**src/rtl/raster_ray_scanner.sv**
```systemverilog
`default_nettype none
// ============================================================================
// Module   : raster_ray_scanner
// Purpose  : Primary-ray source. It walks the screen and pushes one Q16.16 ray per handshake.
//            Tiled visiting order is available when RAY_SCAN_TILE_EN is defined.
// Revision : 1.0 - initial release
// ============================================================================

module raster_ray_scanner #(
    parameter int SCREEN_W = 160,
    parameter int SCREEN_H = 120,
    parameter int TILE_W   = 8,
    parameter int TILE_H   = 8
) (
    input  logic        clk,
    input  logic        resetn,
    input  logic        start,
    input  logic [31:0] cam_orig_x,
    input  logic [31:0] cam_orig_y,
    input  logic [31:0] cam_orig_z,
    input  logic [31:0] cam_dir0_x,
    input  logic [31:0] cam_dir0_y,
    input  logic [31:0] cam_dir0_z,
    input  logic [31:0] cam_du_x,
    input  logic [31:0] cam_du_y,
    input  logic [31:0] cam_du_z,
    input  logic [31:0] cam_dv_x,
    input  logic [31:0] cam_dv_y,
    input  logic [31:0] cam_dv_z,
    input  logic        fifo_full,
    output logic        add_input,
    output logic [31:0] ray_orig_x,
    output logic [31:0] ray_orig_y,
    output logic [31:0] ray_orig_z,
    output logic [31:0] ray_dir_x,
    output logic [31:0] ray_dir_y,
    output logic [31:0] ray_dir_z,
    output logic [11:0] pix_x,
    output logic [11:0] pix_y,
    output logic        busy,
    output logic        done
);

    localparam logic [11:0] c_last_x = 12'(SCREEN_W - 1);
    localparam logic [11:0] c_last_y = 12'(SCREEN_H - 1);

    typedef enum logic [1:0] {
        ST_IDLE  = 2'd0,
        ST_ISSUE = 2'd1,
        ST_HOLD  = 2'd2,
        ST_DONE  = 2'd3
    } state_t;

    state_t r_state;
    state_t w_state;

    // Axis index 0 = x, 1 = y, 2 = z.
    logic [2:0][31:0] w_cam_orig;
    logic [2:0][31:0] w_cam_dir0;
    logic [2:0][31:0] w_cam_du;
    logic [2:0][31:0] w_cam_dv;

    logic [2:0][31:0] r_orig, w_orig;
    logic [2:0][31:0] r_du, w_du;
    logic [2:0][31:0] r_dv, w_dv;
    logic [2:0][31:0] r_cur, w_cur;
    logic [2:0][31:0] r_row, w_row;
    logic [2:0][31:0] r_ray_orig, w_ray_orig;
    logic [2:0][31:0] r_ray_dir, w_ray_dir;
    logic [11:0]      r_x, w_x;
    logic [11:0]      r_y, w_y;
    logic [11:0]      r_pix_x, w_pix_x;
    logic [11:0]      r_pix_y, w_pix_y;
    logic             r_add, w_add;
    logic             r_busy, w_busy;
    logic             r_done, w_done;
    logic             w_last;

`ifdef RAY_SCAN_TILE_EN
    localparam int          c_tw_log2     = $clog2(TILE_W);
    localparam int          c_th_log2     = $clog2(TILE_H);
    localparam logic [11:0] c_tile_last_x = 12'(TILE_W - 1);
    localparam logic [11:0] c_tile_last_y = 12'(TILE_H - 1);

    logic [2:0][31:0] r_tile, w_tile;
    logic [2:0][31:0] r_trow, w_trow;
    logic [11:0]      r_tx, w_tx;
    logic [11:0]      r_ty, w_ty;
`endif

    generate
        if (SCREEN_W < 2 || SCREEN_W > 4096 || SCREEN_H < 2 || SCREEN_H > 4096 ||
            TILE_W < 1 || (TILE_W & (TILE_W - 1)) != 0 ||
            TILE_H < 1 || (TILE_H & (TILE_H - 1)) != 0) begin : g_bad_params
            $error("raster_ray_scanner: illegal screen or tile parameters");
        end
`ifdef RAY_SCAN_TILE_EN
        if ((SCREEN_W % TILE_W) != 0 || (SCREEN_H % TILE_H) != 0) begin : g_bad_tile
            $error("raster_ray_scanner: tile size must divide the screen");
        end
`endif
    endgenerate

    assign w_cam_orig = {cam_orig_z, cam_orig_y, cam_orig_x};
    assign w_cam_dir0 = {cam_dir0_z, cam_dir0_y, cam_dir0_x};
    assign w_cam_du   = {cam_du_z, cam_du_y, cam_du_x};
    assign w_cam_dv   = {cam_dv_z, cam_dv_y, cam_dv_x};

    assign w_last = (r_x == c_last_x) && (r_y == c_last_y);

    always_comb begin
        w_state    = r_state;
        w_orig     = r_orig;
        w_du       = r_du;
        w_dv       = r_dv;
        w_cur      = r_cur;
        w_row      = r_row;
        w_ray_orig = r_ray_orig;
        w_ray_dir  = r_ray_dir;
        w_x        = r_x;
        w_y        = r_y;
        w_pix_x    = r_pix_x;
        w_pix_y    = r_pix_y;
        w_add      = 1'b0;
        w_busy     = r_busy;
        w_done     = 1'b0;
`ifdef RAY_SCAN_TILE_EN
        w_tile     = r_tile;
        w_trow     = r_trow;
        w_tx       = r_tx;
        w_ty       = r_ty;
`endif

        case (r_state)
            ST_IDLE: begin
                if (start) begin
                    w_orig  = w_cam_orig;
                    w_du    = w_cam_du;
                    w_dv    = w_cam_dv;
                    w_cur   = w_cam_dir0;
                    w_row   = w_cam_dir0;
                    w_x     = 12'd0;
                    w_y     = 12'd0;
                    w_busy  = 1'b1;
`ifdef RAY_SCAN_TILE_EN
                    w_tile  = w_cam_dir0;
                    w_trow  = w_cam_dir0;
                    w_tx    = 12'd0;
                    w_ty    = 12'd0;
`endif
                    w_state = ST_ISSUE;
                end
            end

            ST_ISSUE: begin
                if (!fifo_full) begin
                    w_add      = 1'b1;
                    w_ray_dir  = r_cur;
                    w_ray_orig = r_orig;
                    w_pix_x    = r_x;
                    w_pix_y    = r_y;
                    w_state    = ST_HOLD;
                end
            end

            ST_HOLD: begin
`ifdef RAY_SCAN_TILE_EN
                if (r_tx != c_tile_last_x) begin
                    w_tx = r_tx + 12'd1;
                    w_x  = r_x + 12'd1;
                    for (int a = 0; a < 3; a++) w_cur[a] = r_cur[a] + r_du[a];
                end else if (r_ty != c_tile_last_y) begin
                    w_tx = 12'd0;
                    w_ty = r_ty + 12'd1;
                    w_x  = r_x - c_tile_last_x;
                    w_y  = r_y + 12'd1;
                    for (int a = 0; a < 3; a++) begin
                        w_row[a] = r_row[a] + r_dv[a];
                        w_cur[a] = r_row[a] + r_dv[a];
                    end
                end else if (r_x != c_last_x) begin
                    // Step right to the next tile in the same tile row.
                    w_tx = 12'd0;
                    w_ty = 12'd0;
                    w_x  = r_x + 12'd1;
                    w_y  = r_y - c_tile_last_y;
                    for (int a = 0; a < 3; a++) begin
                        w_tile[a] = r_tile[a] + (r_du[a] << c_tw_log2);
                        w_row[a]  = r_tile[a] + (r_du[a] << c_tw_log2);
                        w_cur[a]  = r_tile[a] + (r_du[a] << c_tw_log2);
                    end
                end else begin
                    w_tx = 12'd0;
                    w_ty = 12'd0;
                    w_x  = 12'd0;
                    w_y  = r_y + 12'd1;
                    for (int a = 0; a < 3; a++) begin
                        w_trow[a] = r_trow[a] + (r_dv[a] << c_th_log2);
                        w_tile[a] = r_trow[a] + (r_dv[a] << c_th_log2);
                        w_row[a]  = r_trow[a] + (r_dv[a] << c_th_log2);
                        w_cur[a]  = r_trow[a] + (r_dv[a] << c_th_log2);
                    end
                end
`else
                if (r_x != c_last_x) begin
                    w_x = r_x + 12'd1;
                    for (int a = 0; a < 3; a++) w_cur[a] = r_cur[a] + r_du[a];
                end else begin
                    w_x = 12'd0;
                    w_y = r_y + 12'd1;
                    for (int a = 0; a < 3; a++) begin
                        w_row[a] = r_row[a] + r_dv[a];
                        w_cur[a] = r_row[a] + r_dv[a];
                    end
                end
`endif
                w_state = w_last ? ST_DONE : ST_ISSUE;
            end

            ST_DONE: begin
                w_done  = 1'b1;
                w_busy  = 1'b0;
                w_state = ST_IDLE;
            end

            default: w_state = ST_IDLE;
        endcase
    end

    always_ff @(posedge clk or negedge resetn) begin
        if (!resetn) begin
            r_state    <= ST_IDLE;
            r_orig     <= '0;
            r_du       <= '0;
            r_dv       <= '0;
            r_cur      <= '0;
            r_row      <= '0;
            r_ray_orig <= '0;
            r_ray_dir  <= '0;
            r_x        <= '0;
            r_y        <= '0;
            r_pix_x    <= '0;
            r_pix_y    <= '0;
            r_add      <= 1'b0;
            r_busy     <= 1'b0;
            r_done     <= 1'b0;
`ifdef RAY_SCAN_TILE_EN
            r_tile     <= '0;
            r_trow     <= '0;
            r_tx       <= '0;
            r_ty       <= '0;
`endif
        end else begin
            r_state    <= w_state;
            r_orig     <= w_orig;
            r_du       <= w_du;
            r_dv       <= w_dv;
            r_cur      <= w_cur;
            r_row      <= w_row;
            r_ray_orig <= w_ray_orig;
            r_ray_dir  <= w_ray_dir;
            r_x        <= w_x;
            r_y        <= w_y;
            r_pix_x    <= w_pix_x;
            r_pix_y    <= w_pix_y;
            r_add      <= w_add;
            r_busy     <= w_busy;
            r_done     <= w_done;
`ifdef RAY_SCAN_TILE_EN
            r_tile     <= w_tile;
            r_trow     <= w_trow;
            r_tx       <= w_tx;
            r_ty       <= w_ty;
`endif
        end
    end

    assign add_input  = r_add;
    assign ray_orig_x = r_ray_orig[0];
    assign ray_orig_y = r_ray_orig[1];
    assign ray_orig_z = r_ray_orig[2];
    assign ray_dir_x  = r_ray_dir[0];
    assign ray_dir_y  = r_ray_dir[1];
    assign ray_dir_z  = r_ray_dir[2];
    assign pix_x      = r_pix_x;
    assign pix_y      = r_pix_y;
    assign busy       = r_busy;
    assign done       = r_done;

endmodule

`default_nettype wire

```
**config.mk**
```make
export PLATFORM = sky130hd
export DESIGN_NAME = raster_ray_scanner
export DESIGN_NICKNAME = d
export VERILOG_FILES = /design/src/rtl/raster_ray_scanner.sv
export SDC_FILE = /design/constraint.sdc
export NUM_CORES = 2
export LEC_CHECK = 0
export CORE_UTILIZATION = 40
export CTS_CLUSTER_SIZE = 28
export DETAILED_ROUTE_END_ITERATION = 7
export SLEW_MARGIN = 20
export SYNTH_ARGS = -nofsm -noshare
export SYNTH_HDL_FRONTEND = slang
export SYNTH_SLANG_ARGS = --single-unit
```
**constraint.sdc**
```tcl
create_clock -name clk -period 6.6 [get_ports clk]
set_input_delay 1.65 -clock clk [delete_from_list [all_inputs] [get_ports clk]]
set_output_delay 1.65 -clock clk [all_outputs]
set_load 0.01 [all_outputs]
```
==> impl_metrics.json <==
{
  "ys_ff_latch": 725,
  "syn_area_mm2": 0.03762,
  "layout_commonest_cell": "nand2_1",
  "htreeDepth": 3,
  "reg2regPathDepth": 10,
  "drive_above_1_share_pct": 9.136,
  "vias_per_cell": 5.329,
  "reg2reg_to": "r_cur[94]",
  "fin_worst_skew_ps": 26.80,
  "fill_cells": 8661,
  "synth_flop_cell": "dfrtp_1",
  "max_freq_ghz": 0.2424,
  "ys_warn_count": 0,
  "pwr_density_cell_mw_per_mm2": 572.0,
  "ant_nets": 0,
  "clock_tree.root_cell": "clkbuf_16",
  "fin_crit_ps": 4126,
  "synth-async-reset-ratio_pct": 100.0,
  "critPathKind": "reg -> reg",
  "syn-num-nets": 4634,
  "initial_core_util_pct": 40.37,
  "hold_path.class": "reg -> reg",
  "grt_max_degree": 169,
  "post_drt_wl_per_cell_um": 20.57,
  "start_kind": "flip-flop",
  "post-dp-hpwl_um": 85110,
  "r2r_slack_ps": 2470,
  "gr-total-overflow": 0,
  "p_leak_nw": 22.30,
  "setup_viol": 0,
  "ys_types": 81,
  "cts_buffers": 84,
  "ir_drop_v": 0.0002456,
  "hp-start": "r_orig[73]",
  "critPathMaxFanout": 24,
  "max_stage_delay_ps": 850,
  "place_ws_ps": 2220,
  "holdBufCountCts": 0,
  "num_io_pins": 607,
  "ys_seq_area_share_pct": 48.22,
  "synth_top_area_share_pct": 48.22,
  "r2r-start": "r_x[0]",
  "placementRows": 112,
  "synthToLayoutAreaGrowth_pct": 27.19,
  "synth-edff-count": 0,
  "clock-sinks": 725,
  "rsz0062_at_grt": "no",
  "relSlewSlack_pct": 30.64,
  "port_buffers": 606,
  "design_area_mm2": 0.04785,
  "grt_pass1_wl_um": 185400,
  "slowest_stage": "nand3_2",
  "worst_slack_ps": 2474,
  "critical_path.top_delay_family": "simple AND/OR/NAND/NOR gates",
  "min_to": "r_orig[73]",
  "run_status": "finished with violations",
  "die_w_um": 308.7,
  "route.detailed.drc": 2,
  "finalCritPeriodShare_pct": 62.52,
  "nets": 5162,
  "drt_iter0_drc": 2252,
  "dieArea_mm2": 0.09528,
  "clockBufferDepth": 3,
  "clk_pin_slew_ps": 60,
  "post-cts-setup-buffers": 0,
  "fin_setup_tns_ps": 0,
  "place.gp.congestion": 0.9127,
  "synth_cells": 4052,
  "path_cells": "ha_1 > nand3_1 > nor2_1 > nand3_2 > buf_4 > nand2_2 > buf_4 > nor2_1 > a221oi_1 > o221ai_1",
  "num_vias": 31460,
  "crit_arrival_ps": 4610,
  "clock_latency_ps": 640,
  "maxCapViolCount": 0,
  "violations": "design-rule violations",
  "yosysTopAreaCell": "dfrtp_1",
  "synth_area_leaders": "dfrtp_1 (48%), nand2_1 (12%), mux2_2 (6.5%), ha_1 (6.3%), a21oi_1 (3.3%)",
  "hold_viol": 0,
  "layout_common_cells": "nand2_1 (1191), dfrtp_1 (725), clkdlybuf4s50_1 (605)",
  "grt_use_total_pct": 25.23,
  "drt_first_pass_iters": 7,
  "cts_tree": "built",
  "cts_resized": 0,
  "finish.utilization_pct": 51.35,
  "whs_path_depth": 2,
  "drt-total-wl_um": 121400,
  "coreArea_mm2": 0.09319,
  "synth_area_per_cell_um2": 9.285,
  "antenna_found_initial": 14,
  "worstMarginPinSlew_ps": 1040,
  "slew_viol_final": 0,
  "grt_pass1_vias": 30880,
  "die_h_um": 308.7,
  "cp.required_ps": 7080,
  "crit_buf_inv": 2,
  "critical_path.endpoint_type": "flip-flop",
  "place_area_mm2": 0.04495
}
synth_stat cells, drive strengths merged, types with 4 or more instances:
master and count:
a221o 8, and3 22, nand3 57, o21ai 200, nor3 19, o221ai 9, dfrtp 725, a21boi 4
or2 4, o21a 18, or3 9, xnor2 96, a221oi 6, a211oi 28, o31ai 12, inv 42
buf 14, o211ai 16, a222oi 4, a31o 5, mux2 216, a31oi 94, clkbuf 179, o311ai 4
mux2i 10, and2 7, nand2 1196, nor2 231, a211o 4, o22ai 8, o21bai 25, a21oi 250
xor2 83, fa 6, nor2b 16, a2111oi 7, nand2b 20, o2111ai 6, a22oi 38, nor4 4
a21o 94, nand4 29, ha 188
cell type report:
type / count / area [µm²] / area share [%]
clock buffer: 117 / 2459 / 5.138
clock inverter: 30 / 420.4 / 0.8785
multi-input combinational: 3091 / 18680 / 39.03
tap: 1254 / 1569 / 3.279
timing repair buffer: 635 / 6401 / 13.38
inverter: 43 / 162.7 / 0.3399
sequential: 725 / 18140 / 37.91
antenna: 9 / 22.52 / 0.04707
registers in the layout (all words and copies together) (netlist names):
register / count
r_cur: 96
r_du: 96
r_dv: 96
r_orig: 96
r_row: 96
ray_dir_x: 32
ray_dir_y: 32
ray_dir_z: 32
ray_orig_x: 32
ray_orig_y: 32
ray_orig_z: 32
pix_x: 12
pix_y: 12
r_x: 12
r_y: 12
r_state: 2
add_input: 1
busy: 1
done: 1
worst min-delay path: stages (launching register included):
cell     delay (ps)
dfrtp_1         330
nand2_1          50
nand2_1          50
cell families (layout without fill, tap and decap cells):
group,count (synthesis),in the layout,synth area share (%)
AOI/OAI and AO/OA,866,866,14.58
and+or+nand+nor,1626,1626,17.37
muxes,226,226,6.731
DFF,725,725,48.22
xor gates and xnor gates,179,179,4.167
buffers and inverters,236,825,2.355
adders and majority gates,194,194,6.572
other,0,9,0
worst max-delay path by stage:
| stage | from | to | slack, ps | depth (start not counted) |
|---|---|---|---|---|
| 3_3_place_gp | fifo_full | ray_orig_z[28] | 2230 | 5 |
| 3_5_place_dp | fifo_full | ray_orig_z[23] | 2220 | 5 |
| 4_1_cts | r_x[0] | r_row[41] | 2450 | 9 |
| 2_1_floorplan | fifo_full | ray_orig_x[0] | 3120 | 6 |
| 6_report | r_x[0] | r_cur[94] | 2470 | 10 |
| 5_1_grt | r_x[0] | r_row[37] | 2200 | 9 |
per-layer routing:
| layer | vias up | track usage [%] | wire length (µm) |
|---|---|---|---|
| met5 | - | 0 | 72 |
| met4 | 12 | 9.013 | 3793 |
| met3 | 186 | 3.816 | 6490 |
| met2 | 876 | 41.03 | 57580 |
| met1 | 15360 | 34.11 | 53480 |
| li1 | 15030 | - | - |
power breakdown:
part	switching, mW	leakage (nW)	total (mW)	internal (mW)
clock	1.95	1.42	4.90	2.95
combinational	8.09	12.0	14.5	6.42
sequential	1.47	8.87	7.95	6.48
total	11.5	22.3	27.4	15.9
per-stage QoR:
step	hold slack (ps)	total power [mW]	cells
floorplan	440.1	17.73	4052
finish	467.7	27.37	5904
CTS	471.6	27.45	5895
detailed placement	456.3	22.36	5748
global route	490.2	29.51	5902
global placement	452.9	22.19	5748
(Power assumes the default switching activity.)
